<file path="src/rtl/mac_pkg.sv">
// mac_pkg: shared defaults and types for the mac_sched multiply-accumulate scheduler.
//   NCH_DEF / DW_DEF / ZW_DEF : default channel count, operand width, result width
//   CHW_DEF                   : channel-index width for the default channel count
//   state_e                   : scheduler FSM states
//   chw()                     : channel-index width for any channel count (min 1 bit)
package mac_pkg;

   localparam int unsigned NCH_DEF = 4;
   localparam int unsigned DW_DEF  = 8;
   localparam int unsigned ZW_DEF  = 16;

   function automatic int unsigned chw(input int unsigned n);
      return (n > 1) ? $clog2(n) : 1;
   endfunction

   localparam int unsigned CHW_DEF = chw(NCH_DEF);

   typedef enum logic [1:0] {
      S_IDLE,
      S_STREAM,
      S_DRAIN,
      S_OUT
   } state_e;

endpackage

</file>
<file path="src/rtl/mac_pipe.sv">
// mac_pipe: two-stage signed multiply-accumulate datapath.
//   clk_i   : clock, rising edge
//   rst_ni  : asynchronous active-low reset
//   clear_i : zero product stage and accumulator (start of a burst)
//   en_i    : operand pair valid this cycle
//   a_i,b_i : signed DW-bit operands
//   acc_o   : signed ZW-bit accumulator, wraps modulo 2^ZW
// An operand pair accepted in cycle T is in the product register in T+1
// and included in acc_o from T+2.
module mac_pipe
   import mac_pkg::*;
#(
   parameter int unsigned DW = DW_DEF,
   parameter int unsigned ZW = ZW_DEF
) (
   input  logic                 clk_i,
   input  logic                 rst_ni,
   input  logic                 clear_i,
   input  logic                 en_i,
   input  logic signed [DW-1:0] a_i,
   input  logic signed [DW-1:0] b_i,
   output logic signed [ZW-1:0] acc_o
);

   logic signed [ZW-1:0] a_x;
   logic signed [ZW-1:0] b_x;
   logic signed [ZW-1:0] prod_d;
   logic signed [ZW-1:0] prod_q;
   logic                 prod_vld_q;
   logic signed [ZW-1:0] acc_q;

   // Sign-extend both operands to the result width so the product is exact
   // modulo 2^ZW regardless of how the tool sizes the multiply.
   assign a_x    = {{(ZW-DW){a_i[DW-1]}}, a_i};
   assign b_x    = {{(ZW-DW){b_i[DW-1]}}, b_i};
   assign prod_d = a_x * b_x;

   always_ff @(posedge clk_i or negedge rst_ni) begin
      if (!rst_ni) begin
         prod_q     <= '0;
         prod_vld_q <= 1'b0;
         acc_q      <= '0;
      end else if (clear_i) begin
         prod_q     <= '0;
         prod_vld_q <= 1'b0;
         acc_q      <= '0;
      end else begin
         prod_vld_q <= en_i;
         if (en_i) begin
            prod_q <= prod_d;
         end
         if (prod_vld_q) begin
            acc_q <= acc_q + prod_q;
         end
      end
   end

   assign acc_o = acc_q;

endmodule

</file>
<file path="src/rtl/mac_sched.sv">
// mac_sched: round-robin scheduler feeding a shared signed MAC pipeline.
//   clk       : clock, rising edge
//   reset_n   : asynchronous active-low reset
//   in_valid  : per-channel operand beat valid            [NCH]
//   in_ready  : per-channel beat accept (granted channel) [NCH]
//   in_a/in_b : per-channel signed operands, ch i at [i*DW +: DW]
//   in_last   : per-channel final beat of a burst         [NCH]
//   out_valid : dot-product result available
//   out_ready : result consumer accept
//   out_z     : signed dot-product result (wraps modulo 2^ZW)
//   out_ch    : channel that produced out_z
//   out_beats : accepted beats in the burst, saturating at 255
//   busy      : scheduler not idle
// One burst is served at a time; the grant is fixed from IDLE exit until the
// result handshake, after which the search pointer moves past the grant.
module mac_sched
   import mac_pkg::*;
#(
   parameter int unsigned NCH = NCH_DEF,
   parameter int unsigned DW  = DW_DEF,
   parameter int unsigned ZW  = ZW_DEF
) (
   input  logic                   clk,
   input  logic                   reset_n,
   input  logic [NCH-1:0]         in_valid,
   output logic [NCH-1:0]         in_ready,
   input  logic [NCH*DW-1:0]      in_a,
   input  logic [NCH*DW-1:0]      in_b,
   input  logic [NCH-1:0]         in_last,
   output logic                   out_valid,
   input  logic                   out_ready,
   output logic [ZW-1:0]          out_z,
   output logic [chw(NCH)-1:0]    out_ch,
   output logic [7:0]             out_beats,
   output logic                   busy
);

   localparam int unsigned CHW = chw(NCH);

   state_e           state_q;
   logic [CHW-1:0]   grant_q;
   logic [CHW-1:0]   rr_q;
   logic [CHW-1:0]   rr_d;
   logic [7:0]       beats_q;
   logic             drain_q;
   logic [NCH-1:0]   in_ready_q;
   logic             out_valid_q;
   logic [ZW-1:0]    out_z_q;
   logic [CHW-1:0]   out_ch_q;
   logic [7:0]       out_beats_q;
   logic             busy_q;

   logic             req_any;
   logic [CHW-1:0]   pick;
   logic [NCH-1:0]   pick_oh;
   logic             accept;
   logic             pipe_clear;
   logic signed [ZW-1:0] acc;

   // Round-robin search: first requester at or after rr_q, wrapping.
   always_comb begin
      int unsigned idx;
      logic        found;
      logic [CHW-1:0] cand;
      req_any = |in_valid;
      pick    = '0;
      pick_oh = '0;
      found   = 1'b0;
      idx     = 0;
      cand    = '0;
      for (int unsigned k = 0; k < NCH; k++) begin
         idx = 32'(rr_q) + k;
         if (idx >= NCH) begin
            idx = idx - NCH;
         end
         cand = CHW'(idx);
         if (!found && in_valid[cand]) begin
            found         = 1'b1;
            pick          = cand;
            pick_oh[cand] = 1'b1;
         end
      end
   end

   assign accept     = (state_q == S_STREAM) & in_valid[grant_q] & in_ready_q[grant_q];
   assign pipe_clear = (state_q == S_IDLE) & req_any;
   assign rr_d       = (grant_q == CHW'(NCH-1)) ? '0 : grant_q + 1'b1;

   mac_pipe #(
      .DW (DW),
      .ZW (ZW)
   ) u_pipe (
      .clk_i   (clk),
      .rst_ni  (reset_n),
      .clear_i (pipe_clear),
      .en_i    (accept),
      .a_i     (in_a[grant_q*DW +: DW]),
      .b_i     (in_b[grant_q*DW +: DW]),
      .acc_o   (acc)
   );

   always_ff @(posedge clk or negedge reset_n) begin
      if (!reset_n) begin
         state_q     <= S_IDLE;
         grant_q     <= '0;
         rr_q        <= '0;
         beats_q     <= '0;
         drain_q     <= 1'b0;
         in_ready_q  <= '0;
         out_valid_q <= 1'b0;
         out_z_q     <= '0;
         out_ch_q    <= '0;
         out_beats_q <= '0;
         busy_q      <= 1'b0;
      end else begin
         case (state_q)
            S_IDLE: begin
               if (req_any) begin
                  grant_q    <= pick;
                  beats_q    <= '0;
                  in_ready_q <= pick_oh;
                  busy_q     <= 1'b1;
                  state_q    <= S_STREAM;
               end
            end
            S_STREAM: begin
               if (accept) begin
                  if (beats_q != 8'hFF) begin
                     beats_q <= beats_q + 8'd1;
                  end
                  if (in_last[grant_q]) begin
                     in_ready_q <= '0;
                     drain_q    <= 1'b0;
                     state_q    <= S_DRAIN;
                  end
               end
            end
            // Two cycles let the last beat pass the product and accumulate stages.
            S_DRAIN: begin
               if (drain_q) begin
                  out_valid_q <= 1'b1;
                  out_z_q     <= acc;
                  out_ch_q    <= grant_q;
                  out_beats_q <= beats_q;
                  state_q     <= S_OUT;
               end else begin
                  drain_q <= 1'b1;
               end
            end
            S_OUT: begin
               if (out_ready) begin
                  out_valid_q <= 1'b0;
                  rr_q        <= rr_d;
                  busy_q      <= 1'b0;
                  state_q     <= S_IDLE;
               end
            end
            default: state_q <= S_IDLE;
         endcase
      end
   end

   assign in_ready  = in_ready_q;
   assign out_valid = out_valid_q;
   assign out_z     = out_z_q;
   assign out_ch    = out_ch_q;
   assign out_beats = out_beats_q;
   assign busy      = busy_q;

endmodule
</file>
<file path="config.mk">
export PLATFORM = sky130hd
export DESIGN_NAME = mac_sched
export DESIGN_NICKNAME = d
export VERILOG_FILES = /design/src/rtl/mac_pkg.sv /design/src/rtl/mac_pipe.sv /design/src/rtl/mac_sched.sv
export SDC_FILE = /design/constraint.sdc
export NUM_CORES = 1
export LEC_CHECK = 0
export CORE_ASPECT_RATIO = 1.1
export CORE_MARGIN = 1.5
export CORE_UTILIZATION = 55
export DETAILED_ROUTE_END_ITERATION = 8
export DONT_BUFFER_PORTS = 1
export HOLD_SLACK_MARGIN = 0.03
export PLACE_DENSITY = 0.72
export REMOVE_ABC_BUFFERS = 1
export SYNTH_ARGS = -nofsm -noshare
export SYNTH_HDL_FRONTEND = slang
export SYNTH_SLANG_ARGS = --single-unit
</file>
<file path="constraint.sdc">
create_clock -name clk -period 6.2 [get_ports clk]
set_input_delay 0.62 -clock clk [delete_from_list [all_inputs] [get_ports clk]]
set_output_delay 0.62 -clock clk [all_outputs]
set_load 0.01 [all_outputs]
</file>
# After elaboration in Yosys (flattened, before gate mapping)
# Cells that the tools add are included.
word_totals:
  output_inout_bits: 32
  register_bits: 80
  inputBits: 75
  wordCells: 149
op_classes:
  n_mux: 65
  bitwise_logic: 6
  add_sub_neg: 10
  n_reduce_logical: 27
  n_mul: 1
  magnitude_cmp: 13
  n_eq_ne: 11
  n_shift: 2
op_table:
  columns: ["cell", "count"]
  rows:
  - ["16-bit 2-to-1 mux", 4]
  - ["32-bit by 6-bit variable part select with 8-bit output", 2]
  - ["2-bit 2-to-1 mux", 14]
  - ["4-bit 2-to-1 mux", 7]
  - ["8-bit 2-to-1 mux", 3]
  - ["1-bit 2-to-1 mux", 20]
  - ["16-bit adder", 1]
  - ["8-bit by 8-bit multiplier with 16-bit output", 1]
  - ["8-bit case mux with 2 select lines", 1]
  - ["2-bit by 3-bit < comparator with 1-bit output (second input constant)", 5]
  - ["1-bit binary-select mux with 2-bit select", 7]
  - ["4-bit OR", 3]
  - ["2-bit nonzero test", 6]
  - ["3-bit greater-or-equal comparator (second input constant)", 3]
  - ["3-bit AND reduction", 3]
  - ["8-bit by 1-bit adder with 8-bit output (second input constant)", 1]
  - ["1-bit demux with 2-bit select", 4]
  - ["2-bit by 1-bit greater-or-equal comparator with 1-bit output (second input constant)", 4]
  - ["8-bit != test (second input constant)", 1]
  - ["2-bit case mux with 4 select lines", 1]
  - ["4-bit case mux with 2 select lines", 1]
  - ["4-bit AND reduction", 2]
  - ["2-bit by 1-bit subtractor with 2-bit output (second input constant)", 4]
  - ["1-bit logical AND", 7]
  - ["other kinds (15)", 30]

# Depth between registers and ports, before layout
depth:
  word_depth: 16
  ltp_mapped: 20
  ltp_nobuf: 19

# Cells and area by module
# Synthesis repeated with hierarchy kept, for this count alone.
unflattened:
  hier_cells: 733
  hier_area_um2: 7447.1
modules_own_cells:
  columns: ["module", "area_each_um2", "cells_per_inst", "seq_area_each_um2", "instances"]
  rows:
  - ["mac_pipe", 4575.6, 503, 825.8, 1]
  - ["mac_sched", 2871.5, 230, 1176.1, 1]

# Worst setup path after synthesis
# OpenSTA, ideal clock, no wires.
synth_timing:
  kind: "flip-flop to flip-flop"
  startpoint: "register grant_q[1]"
  endpoint: "register u_pipe.prod_q[15]"
  period_less_slack_ps: 5396
  path_slack_ps: 804
  arrival_time_ps: 5257
  stages_incl_launch_ff: 19
  cell_sequence: "dfrtp_1 -> buf_1 -> buf_1 -> mux4_2 -> and2_1 -> fa_1 -> inv_1 -> fa_1 -> inv_1 -> fa_1 -> inv_1 -> fa_1 -> inv_1 -> ha_1 -> and2_1 -> a311oi_1 -> nor2_1 -> nor3_1 -> a311oi_1"
synth_via:
  elab_chain_cells: 5
synth_lines:
  columns: ["item", "line_no", "source"]
  rows:
  - ["start, declared", "mac_sched.sv:41", "logic [CHW-1:0] grant_q;"]
  - ["start signal, assigned", "mac_sched.sv:119", "grant_q <= pick;"]
  - ["branches (longest 5 deep; another with 8-bit by 8-bit multiplier with 16-bit output)", null, null]
  - ["end signal, assigned", "mac_pipe.sv:50", "prod_q <= prod_d;"]
  - ["end, declared", "mac_pipe.sv:28", "logic signed [ZW-1:0] prod_q;"]
# Several ways; the timed one is not identified. The select of a mux whose other input is x is not followed.
# A chain may end at the register's enable or synchronous reset.

# Worst setup path after layout
layout_timing:
  startpoint: "register grant_q[0]"
  endpoint: "register u_pipe.prod_q[15]"
# The elaborated chain is that of the path after synthesis.

==> run_results.csv <==
group,metric,value,unit
grt,antenna_found_initial,5,
clocking,clkTransAtPathRegs,70,ps
cells_and_area,seq_area,2003,um^2
clocking,clk_path_buf_depth,2,
cells_and_area,layout_common_cells,"107 x inv_1, 79 x dfrtp_1, 61 x nand2_1",
power,power_leakage,0.003731,uW
timing,hold_viol_final,0,
cells_and_area,multi_input_area,4907,um^2
timing,tns,0,ps
critical_path,reg2reg_depth,18,
power,p_per_area,242.4,nW/um^2
die,io_pins,107,
synthesis,synth_seq_area_share,27.04,%
critical_path,crit_type,"flip-flop to flip-flop",
clocking,postCtsSetupBuffers,0,
clocking,clock_latency,350,ps
die,fp-row-count,44,
critical_path,startpoint,"grant_q[0]",
synthesis,ys.flop_type,"dfrtp_1",
route,first_pass_iters,6,
critical_path,cp-endpoint,"u_pipe.prod_q[15]",
critical_path,start_kind,"flip-flop",
power,pwr-share-seq,27.3,%
power,combPwrFrac,43.5,%
power,finalPower,1912,uW
clocking,cts.root.buffer_cell,"clkbuf_16",
die,die_w,113.6,um
timing,finalCritPeriodShare,93.74,%
clocking,htreeDepth,3,
synthesis,ys_seq_elements,80,
timing,setup_viol,0,
placed_design,io_buffers,0,
synthesis,synth-async-reset-ratio,100.0,%
grt,grt-ovfl-total,0,
cells_and_area,syn2layout_area_growth,6.540,%
power,clock_power_share,29.2,%
die,start_util,56.27,%
cells_and_area,n_fill_cell,1113,
timing,clock.fmax,0.1721,GHz
clocking,cts_tree,"done",
synthesis,syn_area,7403,um^2
timing,slew_viol_final,0,
status,status,"finished, final reports clean",
route,ant_nets,0,
critical_path,rrSetupSlack,390,ps
route,detail_route.wl_per_cell,17.43,um
placed_design,hpwl,12440,um
grt,grt_pass1_wl,27270,um
synthesis,synth_edf_count,0,
timing,period_needed,5812,ps
power,intPower,1198,uW
clocking,cts_buffers,9,
critical_path,r2r-start,"grant_q[0]",
cells_and_area,stdcell_area,7888,um^2
cells_and_area,layout_commonest_cell,"inv_1",
critical_path,cp_max_fo,15,
route,routed_wirelength,16070,um
timing,worstMarginPinSlew,1093,ps
critical_path,worstPathArrival,6000,ps
grt,grt_max_degree,81,
grt,grt_pass1_vias,5654,
power,net-switching-power,714.0,uW
critical_path,worstPathRequired,6380,ps
placed_design,place_congestion,0.8810,
cells_and_area,nets,942,
job,cap_violations,0,
min_path,hp-class,"input port to asynchronous set/reset pin",
clocking,clkSinkCount,80,
die,core,13160,um^2
synthesis,yosys_warnings,0,
timing,max_slew_margin,26.94,%
critical_path,timing.rr.end,"u_pipe.prod_q[15]",
power,switching_share,37.35,%
route,drc,0,
synthesis,synth_cells,759,
cells_and_area,drive_above_1_share,9.894,%
route,drtIter0Drc,248,
timing,fin_skew,7.663,ps
power,peakVddDrop,0.2003,mV
synthesis,yosys.cell_types.count,60,
synthesis,syn_avg_cell_area,9.754,um^2
timing,rsz0062_at_grt,"false",
route,via_per_inst,5.957,
placed_design,dpl_cell_area,7542,um^2
critical_path,end_kind,"flip-flop",
grt,grt_usage,24.37,%
route,vias,5492,
die,fp.dieH,124.7,um
die,die_area,14170,um^2
==> synth_stat cells, types with 3 or more instances <==
cell type,instances,share of area [%]
inv_1,107,5.4
dfrtp_1,80,27
nand2_1,61,3.1
ha_1,58,9.8
fa_1,56,15
and2_1,48,4.1
nor2_1,44,2.2
o21ai_0,39,2.6
a21oi_1,31,2.1
mux2_2,27,4.1
xnor2_1,20,2.4
mux4_2,19,5.8
mux2i_1,18,2.4
clkbuf_1,13,0.66
nand3_1,12,0.81
nor3_1,12,0.81
xor2_1,9,1.1
a211oi_1,7,0.71
and3_1,6,0.51
a21o_1,5,0.51
a221o_1,5,0.68
a31oi_1,5,0.42
nand2b_1,5,0.42
buf_2,4,0.27
nand4_1,4,0.34
nor2b_1,4,0.34
nor4_1,4,0.34
o21a_1,4,0.41
o21bai_1,4,0.41
o22ai_1,4,0.34
buf_1,3,0.15
or3_1,3,0.25
==> repair_timing <==
action                                 CTS  global route
setup endpoints to repair                0             2
endpoints found under the hold margin   80             0
hold buffers                             1             0
gates resized for setup                  0             1
==> cells by family (layout without fill, tap and decap cells) <==
logic type | Yosys count | after routing | synth area share [%]
XOR/XNOR | 29 | 29 | 3.431
multiplexers | 65 | 65 | 12.52
AND/OR/NAND/NOR | 214 | 214 | 14.42
other | 0 | 3 | 0
AO/OA/AOI/OAI | 128 | 128 | 10.93
flip-flops | 80 | 80 | 27.04
adder cells (fa/ha/maj) | 114 | 114 | 24.95
buffers and inverters | 129 | 128 | 6.710
==> per-layer routing <==
| layer | routed length [um] | GRT usage (%) | vias to the layer above |
|---|---|---|---|
| met5 | 27 | 0 | - |
| met4 | 531 | 10.15 | 4 |
| met3 | 986 | 6.667 | 41 |
| met2 | 8241 | 41.39 | 140 |
| met1 | 6285 | 28.98 | 2734 |
| li1 | - | - | 2573 |
==> final cells by class <==
| cell class | instances | share of cell area, % |
|---|---|---|
| clock buffer | 9 | 2.855 |
| multi-input combinational | 550 | 62.21 |
| sequential | 80 | 25.40 |
| antenna | 3 | 0.09518 |
| timing repair buffer | 5 | 0.7297 |
| clock inverter | 7 | 1.063 |
| inverter | 107 | 5.092 |
| tap | 161 | 2.554 |
==> worst min-delay path by stage <==
| stage | endpoint | slack [ps] | cells past startpoint |
|---|---|---|---|
| 5_1_grt | u_pipe.prod_q[12] | 200 | 1 |
| 4_1_cts | u_pipe.prod_q[12] | 190 | 1 |
| 3_3_place_gp | out_z[6] | 330 | 0 |
| 6_report | u_pipe.prod_q[9] | 170 | 1 |
| 2_1_floorplan | beats_q[0] | 320 | 0 |
| 3_5_place_dp | out_z[6] | 330 | 0 |
==> sequential cells by signal (all words and copies together), names as in the netlist <==
| register | flops |
|---|---|
| rr_q | 2 |
| state_q | 2 |
| in_ready | 4 |
| u_pipe.prod_q | 16 |
| out_z | 16 |
| busy | 1 |
| beats_q | 8 |
| out_valid | 1 |
| out_ch | 2 |
| out_beats | 8 |
| u_pipe.acc_o | 16 |
| grant_q | 2 |
| u_pipe.prod_vld_q | 1 |
| drain_q | 1 |
==> power groups by stage <==
stage,registers [uW],clock network [uW],logic (uW)
after floorplan,532,0,660
after global placement,532,0,793
after detailed placement,532,0,816
after CTS,522,571,834
after global routing,521,595,956
final,522,559,831
==> critical path: stages (launching register included) <==
cell	delay, ps
dfrtp_2	640
buf_4	280
mux4_2	620
and2_1	210
ha_1	410
inv_1	130
fa_1	540
inv_1	50
fa_1	470
inv_1	50
fa_1	520
inv_1	40
ha_1	250
nor4_1	310
o21ai_0	200
a311oi_1	450
nor2_1	120
nor3_1	240
a311oi_1	90
==> metrics by stage <==
stage	hold slack (ps)	std cells	setup WS (ps)	util (%)
after floorplan	324.4	737	636.2	-
after global placement	326.4	902	458.2	57.32
after detailed placement	326.6	902	243.6	57.32
after CTS	188.7	919	223.0	59.88
after global routing	196.8	920	126.8	59.91
final	174.0	922	388.2	59.95
No activity file was read; power rests on OpenSTA's default activity.
